===== config.mk =====
export PLATFORM = sky130hd
export DESIGN_NAME = cam_fill_ctrl
export DESIGN_NICKNAME = d
export VERILOG_FILES = /design/src/rtl/cam_ctrl_pkg.sv /design/src/rtl/cam_victim_sel.sv /design/src/rtl/cam_fill_ctrl.sv
export SDC_FILE = /design/constraint.sdc
export NUM_CORES = 1
export LEC_CHECK = 0
export CAP_MARGIN = 20
export CORE_ASPECT_RATIO = 0.5
export CORE_UTILIZATION = 43
export DETAILED_ROUTE_END_ITERATION = 16
export GPL_TIMING_DRIVEN = 0
export PLACE_DENSITY = 0.79
export SYNTH_ARGS = -nofsm -noshare
export SYNTH_HDL_FRONTEND = slang
export SYNTH_SLANG_ARGS = --single-unit

===== constraint.sdc =====
create_clock -name clk -period 2.2 [get_ports clk]
set_input_delay 0.55 -clock clk [delete_from_list [all_inputs] [get_ports clk]]
set_output_delay 0.55 -clock clk [all_outputs]
set_load 0.005 [all_outputs]

===== src/rtl/cam_ctrl_pkg.sv =====
// Shared types and helpers for the CAM fill controller: FSM state encoding,
// reset values and the lowest-free-slot search used for victim selection.
package cam_ctrl_pkg;

    typedef enum logic [2:0] {
        IDLE,
        LOOKUP,
        MEM,
        FILL,
        FLUSH,
        RESP
    } state_t;

    localparam state_t RST_STATE = IDLE;
    localparam logic   RST_BIT   = 1'b0;

    // The search works on a fixed-width vector; instances zero-extend their
    // valid vector and pass their real entry count, so WORDS must not exceed this.
    localparam int MAX_WORDS = 64;
    localparam int MAX_IDX_W = $clog2(MAX_WORDS);

    typedef struct packed {
        logic                 found;
        logic [MAX_IDX_W-1:0] idx;
    } free_t;

    function automatic free_t first_free(input logic [MAX_WORDS-1:0] valid, input int words);
        free_t r;
        r = '0;
        // Scan downward so the last hit kept is the lowest free index.
        for (int i = MAX_WORDS - 1; i >= 0; i--) begin
            if (i < words && !valid[i]) begin
                r.found = 1'b1;
                r.idx   = MAX_IDX_W'(i);
            end
        end
        return r;
    endfunction

endpackage


===== src/rtl/cam_victim_sel.sv =====
// Shadow occupancy tracker: valid vector, round-robin pointer for full-CAM
// replacement, current victim choice and registered full flag.
module cam_victim_sel
    import cam_ctrl_pkg::*;
#(
    parameter int WORDS     = 8,
    parameter int ADDR_LEFT = $clog2(WORDS) - 1
) (
    input  logic               clk,
    input  logic               rst_,
    input  logic               i_fill_en,
    input  logic [ADDR_LEFT:0] i_fill_idx,
    input  logic               i_clear_all,
    output logic [ADDR_LEFT:0] o_victim,
    output logic               o_full
);

    localparam int                 AW        = ADDR_LEFT + 1;
    localparam logic [ADDR_LEFT:0] LAST_SLOT = AW'(WORDS - 1);

    logic [WORDS-1:0]   r_valid;
    logic [WORDS-1:0]   w_valid_nxt;
    logic [ADDR_LEFT:0] r_rr;
    logic               r_full;
    free_t              w_free;
    logic               w_all_set;

    always_comb begin
        w_free    = first_free(MAX_WORDS'(r_valid), WORDS);
        w_all_set = &r_valid;
        o_victim  = w_free.found ? AW'(w_free.idx) : r_rr;

        w_valid_nxt = r_valid;
        if (i_clear_all) begin
            w_valid_nxt = '0;
        end else if (i_fill_en) begin
            w_valid_nxt[i_fill_idx] = 1'b1;
        end
    end

    always_ff @(posedge clk) begin
        if (!rst_) begin
            r_valid <= '0;
            r_rr    <= '0;
            r_full  <= RST_BIT;
        end else begin
            r_valid <= w_valid_nxt;
            r_full  <= &w_valid_nxt;
            if (i_clear_all) begin
                r_rr <= '0;
            end else if (i_fill_en && w_all_set) begin
                // Only a replacement into a full CAM consumes the pointer.
                r_rr <= (r_rr == LAST_SLOT) ? '0 : r_rr + 1'b1;
            end
        end
    end

    assign o_full = r_full;

endmodule


===== src/rtl/cam_fill_ctrl.sv =====
// CAM front-end: lookup over valid/ready, miss fill from backing memory over
// req/ack into a victim slot, and a flush-all that clears every entry.
module cam_fill_ctrl
    import cam_ctrl_pkg::*;
#(
    parameter int WORDS     = 8,
    parameter int BITS      = 8,
    parameter int TAG_SZ    = 8,
    parameter int ADDR_LEFT = $clog2(WORDS) - 1
) (
    input  logic               clk,
    input  logic               rst_,
    input  logic               req_valid,
    output logic               req_ready,
    input  logic               req_flush,
    input  logic [TAG_SZ-1:0]  req_tag,
    output logic               resp_valid,
    input  logic               resp_ready,
    output logic               resp_hit,
    output logic [BITS-1:0]    resp_data,
    output logic               full,
    output logic               cam_read,
    output logic [TAG_SZ-1:0]  cam_check_tag,
    input  logic               cam_found_it,
    input  logic [BITS-1:0]    cam_data,
    output logic               cam_write_,
    output logic [ADDR_LEFT:0] cam_w_addr,
    output logic [BITS-1:0]    cam_wdata,
    output logic [TAG_SZ-1:0]  cam_new_tag,
    output logic               cam_new_valid,
    output logic               mem_req,
    output logic [TAG_SZ-1:0]  mem_tag,
    input  logic               mem_ack,
    input  logic [BITS-1:0]    mem_rdata
);

    localparam int                 AW        = ADDR_LEFT + 1;
    localparam logic [ADDR_LEFT:0] LAST_SLOT = AW'(WORDS - 1);

    // Handshakes: a request transfers on a clock edge with req_valid && req_ready;
    // a response transfers with resp_valid && resp_ready and resp_valid/data hold
    // until then; mem_req holds until a one-cycle mem_ack carries mem_rdata.
    state_t             r_state;
    state_t             w_state_nxt;
    logic [TAG_SZ-1:0]  r_tag;
    logic [BITS-1:0]    r_data;
    logic               r_hit;
    logic [ADDR_LEFT:0] r_flush_cnt;
    logic [ADDR_LEFT:0] r_victim;
    logic [ADDR_LEFT:0] w_victim;
    logic               w_fill_en;
    logic               w_clear_all;
    logic               w_flush_last;

    cam_victim_sel #(
        .WORDS     (WORDS),
        .ADDR_LEFT (ADDR_LEFT)
    ) u_victim_sel (
        .clk         (clk),
        .rst_        (rst_),
        .i_fill_en   (w_fill_en),
        .i_fill_idx  (r_victim),
        .i_clear_all (w_clear_all),
        .o_victim    (w_victim),
        .o_full      (full)
    );

    assign w_flush_last  = (r_flush_cnt == LAST_SLOT);
    assign cam_check_tag = r_tag;
    assign mem_tag       = r_tag;
    assign resp_hit      = r_hit;
    assign resp_data     = r_data;

    always_comb begin
        w_state_nxt   = r_state;
        req_ready     = 1'b0;
        resp_valid    = 1'b0;
        cam_read      = 1'b0;
        cam_write_    = 1'b1;
        cam_w_addr    = '0;
        cam_wdata     = '0;
        cam_new_tag   = '0;
        cam_new_valid = 1'b0;
        mem_req       = 1'b0;
        w_fill_en     = 1'b0;
        w_clear_all   = 1'b0;
        case (r_state)
            IDLE: begin
                req_ready = 1'b1;
                if (req_valid) begin
                    w_state_nxt = req_flush ? FLUSH : LOOKUP;
                end
            end
            LOOKUP: begin
                cam_read    = 1'b1;
                w_state_nxt = cam_found_it ? RESP : MEM;
            end
            MEM: begin
                mem_req = 1'b1;
                if (mem_ack) begin
                    w_state_nxt = FILL;
                end
            end
            FILL: begin
                cam_write_    = 1'b0;
                cam_w_addr    = r_victim;
                cam_wdata     = r_data;
                cam_new_tag   = r_tag;
                cam_new_valid = 1'b1;
                w_fill_en     = 1'b1;
                w_state_nxt   = RESP;
            end
            FLUSH: begin
                cam_write_ = 1'b0;
                cam_w_addr = r_flush_cnt;
                if (w_flush_last) begin
                    w_clear_all = 1'b1;
                    w_state_nxt = RESP;
                end
            end
            RESP: begin
                resp_valid = 1'b1;
                if (resp_ready) begin
                    w_state_nxt = IDLE;
                end
            end
            default: w_state_nxt = IDLE;
        endcase
    end

    always_ff @(posedge clk) begin
        if (!rst_) begin
            r_state     <= RST_STATE;
            r_tag       <= '0;
            r_data      <= '0;
            r_hit       <= RST_BIT;
            r_flush_cnt <= '0;
            r_victim    <= '0;
        end else begin
            r_state <= w_state_nxt;
            case (r_state)
                IDLE: begin
                    if (req_valid) begin
                        r_tag <= req_tag;
                    end
                end
                LOOKUP: begin
                    if (cam_found_it) begin
                        r_data <= cam_data;
                        r_hit  <= 1'b1;
                    end
                end
                MEM: begin
                    // Victim is frozen here so FILL writes a stable slot.
                    if (mem_ack) begin
                        r_data   <= mem_rdata;
                        r_victim <= w_victim;
                    end
                end
                FILL: r_hit <= 1'b0;
                FLUSH: begin
                    if (w_flush_last) begin
                        r_flush_cnt <= '0;
                        r_data      <= '0;
                        r_hit       <= 1'b0;
                    end else begin
                        r_flush_cnt <= r_flush_cnt + 1'b1;
                    end
                end
                default: ;
            endcase
        end
    end

endmodule


# Word-level counts from Yosys, hierarchy flattened
# Cells that the tools add are included.
# classes
muxes	40
n_bitwise	2
reduce_logical	14
magnitude_cmp	2
addsub	2
eq_ne	12
# op_table
cell	n
$mux W7	8
$mux W8	7
$mux W3	9
$pmux W8 S3	1
$pmux W3 S6	1
$reduce_and A8 Y1	2
$eq A3 B3 Y1 const B	4
$mux W1	11
$ne A2 B2 Y1 const B	5
$or A8 B8 Y8	1
$reduce_and A4 Y1	2
$add A3 B1 Y3 const B	2
$eq A3 B2 Y1 const B	2
$pmux W3 S2	1
$reduce_bool A3 Y1	2
$lt A3 B4 Y1 const B	1
$reduce_and A2 Y1	2
$reduce_or A2 Y1	2
$demux W1 S3	1
$eq A3 B1 Y1 const B	1
$ge A3 B1 Y1 const B	1
$logic_not A3 Y1	1
$pmux W1 S3	1
$reduce_and A3 Y1	1
other kinds (2)	3
# word_totals
reg_bits	38
wordCells	81
output_inout_bits	51
input_bits	31

# Longest topological paths before layout
# depth
depth_word	9
mapped_depth	7
depth_no_buf	6

# Hierarchy
# From an unflattened synthesis, not the netlist that was laid out.
# unflattened
hier_cells	254
area_unflattened_um2	2123.3
# by_module_without_submodules
module	cells_each	area_each_um2	n_inst	seq_area_each_um2
cam_fill_ctrl	181	1521.5	1	520.5
cam_victim_sel	73	601.8	1	240.2

# Least setup slack after synthesis
# Ideal clock, no wire load.
# synth_path
path_type	flip-flop to output port
start	register r_state[2]
end	output port cam_new_tag[6]
n_path_buf	3
stages_incl_launch_ff	7
setup_slack_ns	0.277
arrival_ns	1.373
required_ns	1.650
cell_sequence	dfxtp_1 clkbuf_1 buf_2 nand3b_1 inv_1 clkbuf_1 and2_1
# synth_between
elab_chain_cells	2
# synth_lines
element	line_no	source
start, declared	cam_fill_ctrl.sv:43	state_t r_state;
start signal, assigned	cam_fill_ctrl.sv:140	r_state <= w_state_nxt;
$eq A3 B2 Y1	cam_fill_ctrl.sv:87	case (r_state)
$mux W8	cam_fill_ctrl.sv:87	
end, declared	cam_fill_ctrl.sv:29	output logic [TAG_SZ-1:0] cam_new_tag,
# Every way passes these cells.

# Worst setup path after layout
# layout_path
start	register r_state[2]
end	output port cam_w_addr[0]
# layout_between
elab_chain_cells	2
word_cells_on_any_way	3
classes_between	eq/ne (2); mux (1)
# layout_lines
element	line_no	source
$eq A3 B3 Y1 or $eq A3 B2 Y1 (tied branches)	cam_fill_ctrl.sv:87	
$pmux W3 S2 (*)	cam_fill_ctrl.sv:87	
end, declared	cam_fill_ctrl.sv:27	output logic [ADDR_LEFT:0] cam_w_addr,
# Every way passes the cells marked *; elsewhere a longest branch is shown, timed or not.

==> out/results.tsv <==
metric	value	unit
relative contribution of sequential cells to total power	0.421	
core area	4510	um^2
starting utilization of the core area	0.459	
synthesized cell area	2070	um^2
kind of start point of the critical path	register	
count of placed standard cells in the final layout, fillers left out	423	
gate count after technology mapping	260	
share of the clock period used by the worst path after layout	0.982	
Routed Antenna Nets	0	
number of setup violations in the final report	0	
number of buffers on the longest clock path	2	
pin count of the biggest net entering global routing	12	
CTS tree	done	
first-pass iteration count of the detailed router	4	
Sw Share	0.294	
data arrival time at the worst-slack endpoint	1.61	ns
post-layout utilization of the core	0.703	
kind of end point of the critical path	primary output	
total global-route track usage	0.252	
leak pwr	1.34	nW
via total after detailed routing	2223	
Switching Power	0.559	mW
fraction of the mapped netlist area in simple logic gates	0.287	
power share of the combinational group	0.318	
TritonCTS Sinks	38	
Clock Skew	0.00531	ns
count of antenna diodes in the layout	0	
post-CTS clock slew at the launch and capture registers of the worst setup and hold paths	0.07	ns
worst min-delay path category	reg -> reg	
number of cells on the worst reg-to-reg path	8	
Die Span X	100	um
total design power	1.90	mW
num ports	82	
upper clock frequency limit	0.463	GHz
run status	complete, no violations	
Final Hold Viols	0	
number of max-cap violations	0	
ys flop type	dfxtp_1	
Setup Total Neg Slack	0	ns
post-place instance area	2960	um^2
routability congestion estimate	0.832	
proportion of synthesized area in mux cells	0.0248	
source-to-sink clock delay at the later pin of the worst-skew pair	0.29	ns
pre-CTS setup slack	-0.608	ns
number of flops mapped to enable cells by yosys	0	
depth of the CTS H-tree	2	
standard-cell row count	17	
VDD IR-drop max	381	uV
Unique masters post-synth	51	
final routed DRC violation total	0	
final setup margin	0.0397	ns
wire length of the first global-routing pass	9920	um
sum of net half-perimeters after detailed placement	4250	um
fraction of registers with async set or reset after synthesis	0	
wire length per cell	14.4	um
CTS root buffer	clkbuf_8	
biggest area consumer among synthesized cells	dfxtp_1	
area of the die	5110	um^2
Worst EP required	1.65	ns
most common cell in the netlist	dfxtp_1	
internal power	1.34	mW
Synth Area in Compound Gates	0.215	
detailed router's first-iteration violation count	87	
area growth from synthesis to layout	53.1	%
vias per std cell	5.26	
synthesized net count	295	
fraction of the yosys area taken by sequential cells	0.368	
layout cells sized above 1	0.157	
cts bufs inserted	5	
share of synthesized cell area in full adder, half adder and majority cells	0.0242	
worst relative slew slack	0.576	
slew at the pin closest to its max-slew limit	0.633	ns
average instance area after synthesis	7.96	um^2
sum of overflow across all layers after global routing	0	
Detailed Route WL	6080	um
number of buffers inserted by hold repair at cts	0	
pwr dens	599	nW/um^2
total of flip-flops plus latches after synthesis	38	
number of global-route vias before repair	2175	
clock group share of total power	0.260	
shortest period the worst path allows	2.16	ns
Layout Nets	391	
final std cell area, no fill	3170	um^2
ranking of synthesized cells by instance count	dfxtp_1 (38), nand2_1 (37), nor2_1 (21)	
largest family of logic cells by synthesized area	simple AND/OR/NAND/NOR gates	
worst-path maximum fanout	10	
number of input and output port buffers inserted	81	
final-report max-slew violation count	0	
Hold Slack	0.491	ns
area share of the leading cell type in the synthesized netlist	0.368	
number of antenna violations at the first check in global routing	0	
total placed cells including tap cells	407	
top post-synthesis cells by area	dfxtp_1 (37%), nand2_1 (6.7%), and2_1 (5.4%)	
type of the worst setup path	reg -> out	
number of cells traversed by the worst hold path	2	
number of synthesis warnings	0	
area share of xor/xnor cells in the synthesized design	0	
Chip Height	51.1	um
[cells in the final DEF (no fill, tap or decap), types with 2 or more instances in the layout]
cell type and count:
clkdlybuf4s50_1 59, clkbuf_8 7, nand3_1 8, nand4_1 3, nor2_1 21, nor3_4 2
o21ai_2 2, o21bai_1 2, a21boi_0 12, nand2_1 37, dlygate4sd2_1 15, mux2i_1 4
buf_2 3, ha_1 4, a21oi_1 8, nor3_1 2, dfxtp_1 35, buf_6 4
a31oi_1 13, nand2b_1 5, and2_1 18, o31ai_1 9, inv_1 5, nand3b_1 3
clkbuf_1 8, and3_1 2, nor3b_1 2, clkbuf_2 4, or3_1 2, dfxtp_4 3
inv_2 3, o21ai_0 5, buf_4 18
[cell families (layout without fill, tap and decap cells)]
kind of cell,Yosys count,after routing
mux,5,5
buf+inv,33,130
compound gates,65,65
fa+ha+maj,4,4
simple gates,115,115
flops,38,38
[power by group through the flow]
stage                     Combinational (mW)  Sequential [mW]  Clock, mW
after floorplan                        0.271            0.798          0
after global placement                 0.523            0.801          0
after detailed placement               0.535            0.804          0
after CTS                              0.579            0.797      0.509
after global routing                   0.656            0.808      0.535
final                                  0.604            0.800      0.494
[flip-flops by register name (all words and copies together), names as in the netlist]
signal,count
resp_hit,1
u_victim_sel.r_valid,8
cam_check_tag,8
r_state,3
u_victim_sel.r_rr,3
r_victim,3
r_flush_cnt,3
u_victim_sel.o_full,1
resp_data,8
[final timing paths]
check | endpoint | slack [ns] | startpoint
setup / recovery | cam_w_addr[0] | 0.04 | r_state[2]$_SDFFE_PN0P_
hold reg to reg | r_flush_cnt[2]$_SDFFE_PN0N_ | 0.49 | r_flush_cnt[2]$_SDFFE_PN0N_
setup reg to reg | u_victim_sel.r_rr[1]$_SDFFE_PP0P_ | 0.22 | r_state[2]$_SDFFE_PN0P_
hold / removal | r_flush_cnt[2]$_SDFFE_PN0N_ | 0.49 | r_flush_cnt[2]$_SDFFE_PN0N_
[final cells by class]
class,count,area (um^2)
well taps,66,82.6
inverters,9,46.3
multi-input cells,189,1170
clock buffers,7,86.3
repair buffers,92,848
plain buffers,21,154
clock inverters,1,5.00
flip-flops and latches,38,772
fillers,370,1340
[critical path, cell delays in order (launching register included)]
cell and delay (ns):
dfxtp_4 0.36, buf_6 0.13, nand3b_1 0.18, buf_4 0.15, buf_4 0.11, buf_4 0.14
o21ai_2 0.12, buf_2 0.13
[metal layers]
metal  vias up  global-route usage  share of wire
met5         -                   0              0
met4         0              0.0725          0.014
met3         9              0.0547          0.061
met2        83               0.479           0.50
met1      1028               0.289           0.42
li1       1103                   -              -
[what timing repair did]
item / in CTS / in global routing
endpoints found under the setup margin: 24 / 22
setup buffers: 9 / 2
resized for setup: 55 / 13
pin swaps: 3 / 0
gates cloned: 1 / 0
No activity file was read; power rests on OpenSTA's default activity.
